### config.mk
export PLATFORM = sky130hd
export DESIGN_NAME = alu_exec_ctrl_flat
export DESIGN_NICKNAME = d
export VERILOG_FILES = /design/src/rtl/alu_exec_ctrl_pkg.sv /design/src/rtl/alu_exec_ctrl_if.sv /design/src/rtl/alu_exec_ctrl_md_sequencer.sv /design/src/rtl/alu_exec_ctrl.sv /design/src/flat_wrapper.sv
export SDC_FILE = /design/constraint.sdc
export NUM_CORES = 1
export LEC_CHECK = 0
export ABC_CLOCK_PERIOD_IN_PS = 2250
export CAP_MARGIN = 10
export CORE_MARGIN = 1
export CORE_UTILIZATION = 40
export CTS_CLUSTER_SIZE = 8
export DETAILED_ROUTE_END_ITERATION = 16
export GPL_TIMING_DRIVEN = 0
export MAX_ROUTING_LAYER = met4
export PLACE_DENSITY = 0.73
export RECOVER_POWER = 100
export SYNTH_ARGS = -nofsm -noshare
export SYNTH_HDL_FRONTEND = slang
export SYNTH_HIERARCHICAL = 1
export SYNTH_SLANG_ARGS = --single-unit
### constraint.sdc
create_clock -name clk -period 2.25 [get_ports clk]
set_input_delay 0.45 -clock clk [delete_from_list [all_inputs] [get_ports clk]]
set_output_delay 0.45 -clock clk [all_outputs]
set_load 0.03 [all_outputs]
### src/rtl/alu_exec_ctrl_pkg.sv
// alu_exec_ctrl_pkg: ALU/funct/opcode/mul-div codes, decode result type and the combinational decode function
package alu_exec_ctrl_pkg;
  localparam logic [3:0] ALU_AND  = 4'h0, ALU_OR   = 4'h1, ALU_ADD  = 4'h2, ALU_SLLV = 4'h3,
                         ALU_SRLV = 4'h4, ALU_SRAV = 4'h5, ALU_SUB  = 4'h6, ALU_SLT  = 4'h7,
                         ALU_SLTU = 4'h8, ALU_XOR  = 4'h9, ALU_NOR  = 4'hA, ALU_LUI  = 4'hB,
                         ALU_MFHI = 4'hC, ALU_MFLO = 4'hD, ALU_NOP  = 4'hF;
  localparam logic [5:0] F_SLLV = 6'h04, F_SRLV = 6'h06, F_SRAV = 6'h07, F_MFHI = 6'h10,
                         F_MFLO = 6'h12, F_MULT = 6'h18, F_MULTU = 6'h19, F_DIV = 6'h1A,
                         F_DIVU = 6'h1B, F_ADD = 6'h20, F_ADDU = 6'h21, F_SUB = 6'h22,
                         F_SUBU = 6'h23, F_AND = 6'h24, F_OR = 6'h25, F_XOR = 6'h26,
                         F_NOR = 6'h27, F_SLT = 6'h2A, F_SLTU = 6'h2B;
  localparam logic [5:0] OP_ADDI = 6'h08, OP_ADDIU = 6'h09, OP_SLTI = 6'h0A, OP_SLTIU = 6'h0B,
                         OP_ANDI = 6'h0C, OP_ORI = 6'h0D, OP_XORI = 6'h0E, OP_LUI = 6'h0F;
  localparam logic [1:0] MD_MULT = 2'b00, MD_MULTU = 2'b01, MD_DIV = 2'b10, MD_DIVU = 2'b11;
  typedef enum logic [1:0] {AOP_ADD, AOP_SUB, AOP_RTYPE, AOP_IMM} alu_op_e;
  typedef enum logic {MD_IDLE, MD_BUSY} md_state_e;
  typedef struct packed {
    logic [3:0] ctl;
    logic       ill;
    logic       md;
    logic [1:0] md_op;
  } dec_t;
  function automatic dec_t decode(input logic [1:0] alu_op, input logic [5:0] funct,
                                  input logic [5:0] imm_opc, input logic imm_en);
    dec_t d;
    d = '{ctl: ALU_NOP, ill: 1'b0, md: 1'b0, md_op: funct[1:0]};
    case (alu_op)
      AOP_ADD: d.ctl = ALU_ADD;
      AOP_SUB: d.ctl = ALU_SUB;
      AOP_RTYPE:
        case (funct)
          F_ADD, F_ADDU:                  d.ctl = ALU_ADD;
          F_SUB, F_SUBU:                  d.ctl = ALU_SUB;
          F_AND:                          d.ctl = ALU_AND;
          F_OR:                           d.ctl = ALU_OR;
          F_XOR:                          d.ctl = ALU_XOR;
          F_NOR:                          d.ctl = ALU_NOR;
          F_SLT:                          d.ctl = ALU_SLT;
          F_SLTU:                         d.ctl = ALU_SLTU;
          F_SLLV:                         d.ctl = ALU_SLLV;
          F_SRLV:                         d.ctl = ALU_SRLV;
          F_SRAV:                         d.ctl = ALU_SRAV;
          F_MFHI:                         d.ctl = ALU_MFHI;
          F_MFLO:                         d.ctl = ALU_MFLO;
          F_MULT, F_MULTU, F_DIV, F_DIVU: d.md  = 1'b1;
          default:                        d.ill = 1'b1;
        endcase
      default:
        if (imm_en)
          case (imm_opc)
            OP_ADDI, OP_ADDIU: d.ctl = ALU_ADD;
            OP_SLTI:           d.ctl = ALU_SLT;
            OP_SLTIU:          d.ctl = ALU_SLTU;
            OP_ANDI:           d.ctl = ALU_AND;
            OP_ORI:            d.ctl = ALU_OR;
            OP_XORI:           d.ctl = ALU_XOR;
            OP_LUI:            d.ctl = ALU_LUI;
            default:           d.ill = 1'b1;
          endcase
    endcase
    return d;
  endfunction
endpackage

### src/rtl/alu_exec_ctrl_if.sv
// alu_exec_ctrl_if: request (in_*), result (out_*, alu_control, illegal) and mul/div (md_*) signals; master drives requests, slave is the controller
interface alu_exec_ctrl_if #(parameter int CTRL_W = 4);
  logic              in_valid, in_ready;
  logic [1:0]        alu_op;
  logic [5:0]        funct, imm_opc;
  logic              out_valid, out_ready;
  logic [CTRL_W-1:0] alu_control;
  logic              illegal, md_start;
  logic [1:0]        md_op;
  logic              md_busy, md_done;
  modport master (output in_valid, alu_op, funct, imm_opc, out_ready,
                  input in_ready, out_valid, alu_control, illegal, md_start, md_op, md_busy, md_done);
  modport slave  (input in_valid, alu_op, funct, imm_opc, out_ready,
                  output in_ready, out_valid, alu_control, illegal, md_start, md_op, md_busy, md_done);
endinterface

### src/rtl/alu_exec_ctrl_md_sequencer.sv
// md_sequencer: mul/div occupancy FSM; in clk, rst, launch_i; out busy_o (in BUSY), done_o (last BUSY cycle)
module md_sequencer
  import alu_exec_ctrl_pkg::*;
#(parameter int MD_CYCLES = 32) (
  input  logic clk,
  input  logic rst,
  input  logic launch_i,
  output logic busy_o,
  output logic done_o
);
  localparam int CW = $clog2(MD_CYCLES);
  localparam logic [CW-1:0] LAST = CW'(MD_CYCLES - 1);
  md_state_e state_q, state_d;
  logic [CW-1:0] cnt_q, cnt_d;
  always_comb begin
    busy_o  = state_q == MD_BUSY;
    done_o  = busy_o & (cnt_q == LAST);
    state_d = state_q;
    cnt_d   = cnt_q;
    if (launch_i & (~busy_o | done_o)) begin
      state_d = MD_BUSY;
      cnt_d   = '0;
    end else if (done_o) begin
      state_d = MD_IDLE;
      cnt_d   = '0;
    end else if (busy_o) begin
      cnt_d   = cnt_q + 1'b1;
    end
  end
  always_ff @(posedge clk) begin
    if (rst) begin
      state_q <= MD_IDLE;
      cnt_q   <= '0;
    end else begin
      state_q <= state_d;
      cnt_q   <= cnt_d;
    end
  end
endmodule

### src/rtl/alu_exec_ctrl.sv
// alu_exec_ctrl: registered ALU-control decode with valid/ready handshake and HI/LO interlock; ports clk, rst, bus_io (slave: in_*, out_*, alu_control, illegal, md_*)
module alu_exec_ctrl
  import alu_exec_ctrl_pkg::*;
#(
  parameter int CTRL_W    = 4,
  parameter int MD_CYCLES = 32,
  parameter bit IMM_EN    = 1'b1
) (
  input logic clk,
  input logic rst,
  alu_exec_ctrl_if.slave bus_io
);
  dec_t dec;
  logic hilo_user, accept, launch, busy, done;
  logic out_valid_q, out_valid_d, ill_q, ill_d, md_start_q, md_start_d;
  logic [CTRL_W-1:0] ctl_q, ctl_d;
  logic [1:0] md_op_q, md_op_d;
  always_comb begin
    dec             = decode(bus_io.alu_op, bus_io.funct, bus_io.imm_opc, IMM_EN);
    hilo_user       = dec.md | (dec.ctl == ALU_MFHI) | (dec.ctl == ALU_MFLO);
    bus_io.in_ready = (~out_valid_q | bus_io.out_ready) & ~(hilo_user & busy & ~done);
    accept          = bus_io.in_valid & bus_io.in_ready;
    launch          = accept & dec.md;
    out_valid_d     = accept | (out_valid_q & ~bus_io.out_ready);
    ctl_d           = accept ? CTRL_W'(dec.ctl) : ctl_q;
    ill_d           = accept ? dec.ill : ill_q;
    md_op_d         = launch ? dec.md_op : md_op_q;
    md_start_d      = launch;
  end
  always_ff @(posedge clk) begin
    if (rst) begin
      out_valid_q <= 1'b0;
      ctl_q       <= CTRL_W'(ALU_NOP);
      ill_q       <= 1'b0;
      md_op_q     <= 2'b00;
      md_start_q  <= 1'b0;
    end else begin
      out_valid_q <= out_valid_d;
      ctl_q       <= ctl_d;
      ill_q       <= ill_d;
      md_op_q     <= md_op_d;
      md_start_q  <= md_start_d;
    end
  end
  md_sequencer #(.MD_CYCLES(MD_CYCLES)) u_seq (
    .clk      (clk),
    .rst      (rst),
    .launch_i (launch),
    .busy_o   (busy),
    .done_o   (done)
  );
  assign bus_io.out_valid   = out_valid_q;
  assign bus_io.alu_control = ctl_q;
  assign bus_io.illegal     = ill_q;
  assign bus_io.md_start    = md_start_q;
  assign bus_io.md_op       = md_op_q;
  assign bus_io.md_busy     = busy;
  assign bus_io.md_done     = done;
endmodule
### src/flat_wrapper.sv
// flat-port wrapper written by rule: the top's interface ports become plain ports
module alu_exec_ctrl_flat import alu_exec_ctrl_pkg::*;
#(
  parameter int CTRL_W    = 4,
  parameter int MD_CYCLES = 32,
  parameter bit IMM_EN    = 1'b1
)
  (clk, rst, bus_io_in_valid, bus_io_alu_op, bus_io_funct, bus_io_imm_opc, bus_io_out_ready, bus_io_in_ready, bus_io_out_valid, bus_io_alu_control, bus_io_illegal, bus_io_md_start, bus_io_md_op, bus_io_md_busy, bus_io_md_done);
  alu_exec_ctrl_if #(.CTRL_W(CTRL_W)) bus_io_i ();
  input logic clk;
  input logic rst;
  input wire logic [$bits(bus_io_i.in_valid)-1:0] bus_io_in_valid;
  input wire logic [$bits(bus_io_i.alu_op)-1:0] bus_io_alu_op;
  input wire logic [$bits(bus_io_i.funct)-1:0] bus_io_funct;
  input wire logic [$bits(bus_io_i.imm_opc)-1:0] bus_io_imm_opc;
  input wire logic [$bits(bus_io_i.out_ready)-1:0] bus_io_out_ready;
  output wire logic [$bits(bus_io_i.in_ready)-1:0] bus_io_in_ready;
  output wire logic [$bits(bus_io_i.out_valid)-1:0] bus_io_out_valid;
  output wire logic [$bits(bus_io_i.alu_control)-1:0] bus_io_alu_control;
  output wire logic [$bits(bus_io_i.illegal)-1:0] bus_io_illegal;
  output wire logic [$bits(bus_io_i.md_start)-1:0] bus_io_md_start;
  output wire logic [$bits(bus_io_i.md_op)-1:0] bus_io_md_op;
  output wire logic [$bits(bus_io_i.md_busy)-1:0] bus_io_md_busy;
  output wire logic [$bits(bus_io_i.md_done)-1:0] bus_io_md_done;
  assign bus_io_i.in_valid = bus_io_in_valid;
  assign bus_io_i.alu_op = bus_io_alu_op;
  assign bus_io_i.funct = bus_io_funct;
  assign bus_io_i.imm_opc = bus_io_imm_opc;
  assign bus_io_i.out_ready = bus_io_out_ready;
  assign bus_io_in_ready = bus_io_i.in_ready;
  assign bus_io_out_valid = bus_io_i.out_valid;
  assign bus_io_alu_control = bus_io_i.alu_control;
  assign bus_io_illegal = bus_io_i.illegal;
  assign bus_io_md_start = bus_io_i.md_start;
  assign bus_io_md_op = bus_io_i.md_op;
  assign bus_io_md_busy = bus_io_i.md_busy;
  assign bus_io_md_done = bus_io_i.md_done;
  alu_exec_ctrl #(.CTRL_W(CTRL_W), .MD_CYCLES(MD_CYCLES), .IMM_EN(IMM_EN)) u_core (.clk(clk), .rst(rst), .bus_io(bus_io_i));
endmodule
==> impl_metrics.toml <==
[worst_setup_path]
start_kind = "primary input"
path_max_fanout = 2
critPathTopFamily = "simple AND/OR/NAND/NOR gates"
critical_path_buf_inv_count = 2
critPathMaxStageDelay_ns = 0.39
critPathKind = "in -> out"
cpMaxStageDelayCell = "or3b_4"
arrival_ns = 1.96
worstPathRequired_ns = 1.80
end_kind = "primary output"
crit_top_cell = "buf_6"
path_cells = "buf_6, or3b_4, or3_4, nand3_4, a22o_4, a31oi_1, o31a_1, buf_6"

[drt]
vias_per_cell = 5.356
dr.pass1.iters = 4
drc_errors = 0
via_count = 1114
drt-total-wl_um = 2810
wl_per_cell_um = 13.51
ant_nets = 0
drt_iter0_drc = 19

[yosys]
ys_warn_count = 6
syn_area_per_cell_sq_um = 8.109
yosysUniqueCellTypes = 44
syn_inst = 133
yosysTopAreaCell = "dfxtp_1"
syn_nets = 153
ys_ff_latch = 15
synth_flop_cell = "dfxtp_1"
synth_top_area_share_pct = 27.84
synth_area_leaders = "dfxtp_1 28%, mux2i_1 9.3%, nor2_1 7.0%"
yosysSeqAreaShare_pct = 27.84
synth_commonest_cells = "20 x nor2_1, 15 x dfxtp_1, 11 x a21oi_1, 10 x mux2i_1, 8 x o21ai_0"
post-synth-top-count-cell = "nor2_1"
async_flop_share_pct = 0
synth_edf_count = 0
syn_area_sq_um = 1079

[pwr]
p_seq_share_pct = 45.4
p_int_w = 0.0004331
p_per_area_nw_per_um2 = 385.7
p_leak_nw = 0.6665
vdd_drop_max_mv = 0.3343
swShare_pct = 28.82
power.switching_w = 0.0001754
power_frac_clock_pct = 24.4
combPwrFrac_pct = 30.3

[clocking]
cts_root_buffer = "clkbuf_4"
clk_latency_ns = 0.28
cts_buffers = 3
h-tree-depth = 1
holdBufCountCts = 0
tritoncts = "built"
clock-sinks = 15
clk_pin_slew_ns = 0.08
cts.path.max_buffers = 2

[sta]
slew_violations = 0
finalCritPeriodShare_pct = 107.2
setup_viol = 6
min_period_ns = 2.411
rsz0062_at_grt = "yes"
relSlewSlack_pct = 48.87
tightest_slew_ns = 0.7606
fin_skew_ns = 0.004170
hold_violations = 0
fin_ws_ns = -0.1610
fmax_mhz = 414.8

[floorplanning]
die_h_um = 53.93
initial_core_util_pct = 42.76
rows = 18
pin_count = 30
core_sq_um = 2522
die_w_um = 53.93
die_area_sq_um = 2908

[worst_hold_path]
min_path_type = "reg -> reg"

[placement]
hpwl_um = 1950
port-buffer-count = 27
gp_congestion = 0.8290
pre_cts_ws_ns = -1.209

[run_status]
violations = "setup timing"
outcome = "finished, violations left"

[global_route]
grt_pass1_vias = 1041
grt-ovfl-total = 0
grt_util_all_layers_pct = 21.87
grt_max_degree = 11
antenna_found_initial = 0
grt_pass1_wl_um = 4388

[final_layout]
nets = 199
fillers = 242
syn_to_final_growth_pct = 46.29
layout-drive-gt1-share_pct = 25.28
final_core_util_pct = 62.55
n_antenna_cell = 0

[job]
drv_cap = 0
[flip-flops by register name, indices dropped and copies added, names as in the netlist]
signal / cells
u_core/bus_io.alu_control: 4
u_core/bus_io.illegal: 1
u_core/bus_io.md_op: 2
u_core/bus_io.md_start: 1
u_core/bus_io.out_valid: 1
u_core/u_seq/busy_o: 1
u_core/u_seq/cnt_q: 5
[layer usage]
| metal | vias to the layer above | global-route usage (%) | routed length (um) |
|---|---|---|---|
| li1 | 568 | - | - |
| met1 | 513 | 27.26 | 1347 |
| met2 | 31 | 35.39 | 1310 |
| met3 | 2 | 4.237 | 132 |
| met4 | 0 | 6.579 | 20 |
| met5 | - | - | 0 |
[worst paths after layout]
path | startpoint | end | slack [ns] | depth (start not counted)
setup / recovery | bus_io_funct[5] | bus_io_in_ready | -0.16 | 8
hold / removal | u_core/bus_io.illegal | u_core/bus_io.illegal | 0.48 | 2
setup reg to reg | u_core/u_seq/cnt_q[0] | u_core/u_seq/cnt_q[3] | -0.02 | 8
hold reg to reg | u_core/bus_io.illegal | u_core/bus_io.illegal | 0.48 | 2
[power by group through the flow]
stage	Combinational [W]	Sequential [W]	Clock [W]
2_1_floorplan	0.0000766	0.000296	0
3_3_place_gp	0.000152	0.000282	0
3_5_place_dp	0.000154	0.000282	0
4_1_cts	0.000176	0.000276	0.000156
5_1_grt	0.000198	0.000277	0.000170
6_report	0.000184	0.000276	0.000148
[worst register-to-register path: cells and delay by family, from the launching register on]
family	cells	cell delay [ns]
AOI/OAI and AO/OA	1	0.29
adders and majority gates	2	0.37
DFF	1	0.38
and+or+nand+nor	5	1.12
[timing repair]
item	CTS	global route
resized for setup	45	13
setup buffers	10	4
pin swaps	10	7
setup endpoints to repair	15	15
[cells in the final DEF (no fill, tap or decap), types with 2 or more instances in the layout]
cell type,Yosys,layout
a211o_1,2,2
a21oi_1,11,11
a31oi_1,2,2
and3_1,2,3
buf_4,1,14
buf_6,2,7
clkbuf_1,2,3
clkbuf_2,0,4
clkbuf_4,0,4
clkdlybuf4s50_1,0,3
dfxtp_1,15,15
dlygate4sd2_1,0,6
dlygate4sd3_1,0,10
ha_1,2,2
inv_1,6,6
mux2i_1,10,10
nand2_1,7,7
nand2b_1,2,2
nor2_1,20,18
nor2_2,0,2
nor2b_1,4,4
nor3_1,2,2
nor3b_1,5,5
o21ai_0,8,7
xor2_1,2,2
[kinds of logic after synthesis]
kind of cell | after synthesis | share of synthesized area (%)
buffers and inverters | 14 | 6.960
muxes | 10 | 9.281
and+or+nand+nor | 56 | 29.82
xor gates and xnor gates | 3 | 2.437
adders and majority gates | 2 | 2.320
AOI/OAI and AO/OA | 33 | 21.35
DFF | 15 | 27.84
[area by class of cell]
cell class	count	area, sq um	area share (%)
Inverter	6	22.52	1.427
Buffer	8	80.08	5.075
Timing Repair Buffer	41	354.1	22.44
Tap cell	30	37.54	2.379
Multi-Input combinational cell	104	757.0	47.98
Clock buffer	4	26.28	1.665
Sequential cell	15	300.3	19.03
[through the flow]
step | instances | cell area (sq um) | power [W] | hold slack [ns] | TNS, ns
after detailed placement | 190 | 1386 | 0.0004366 | 0.4750 | -6.327
final | 208 | 1578 | 0.0006085 | 0.4847 | -0.2352
after floorplan | 133 | 1079 | 0.0003730 | 0.4646 | -0.2429
after global routing | 208 | 1578 | 0.0006450 | 0.5070 | -1.093
after global placement | 190 | 1386 | 0.0004345 | 0.4653 | -6.120
after CTS | 204 | 1536 | 0.0006079 | 0.4896 | -0.6715
No activity file was read; power rests on OpenSTA's default activity.
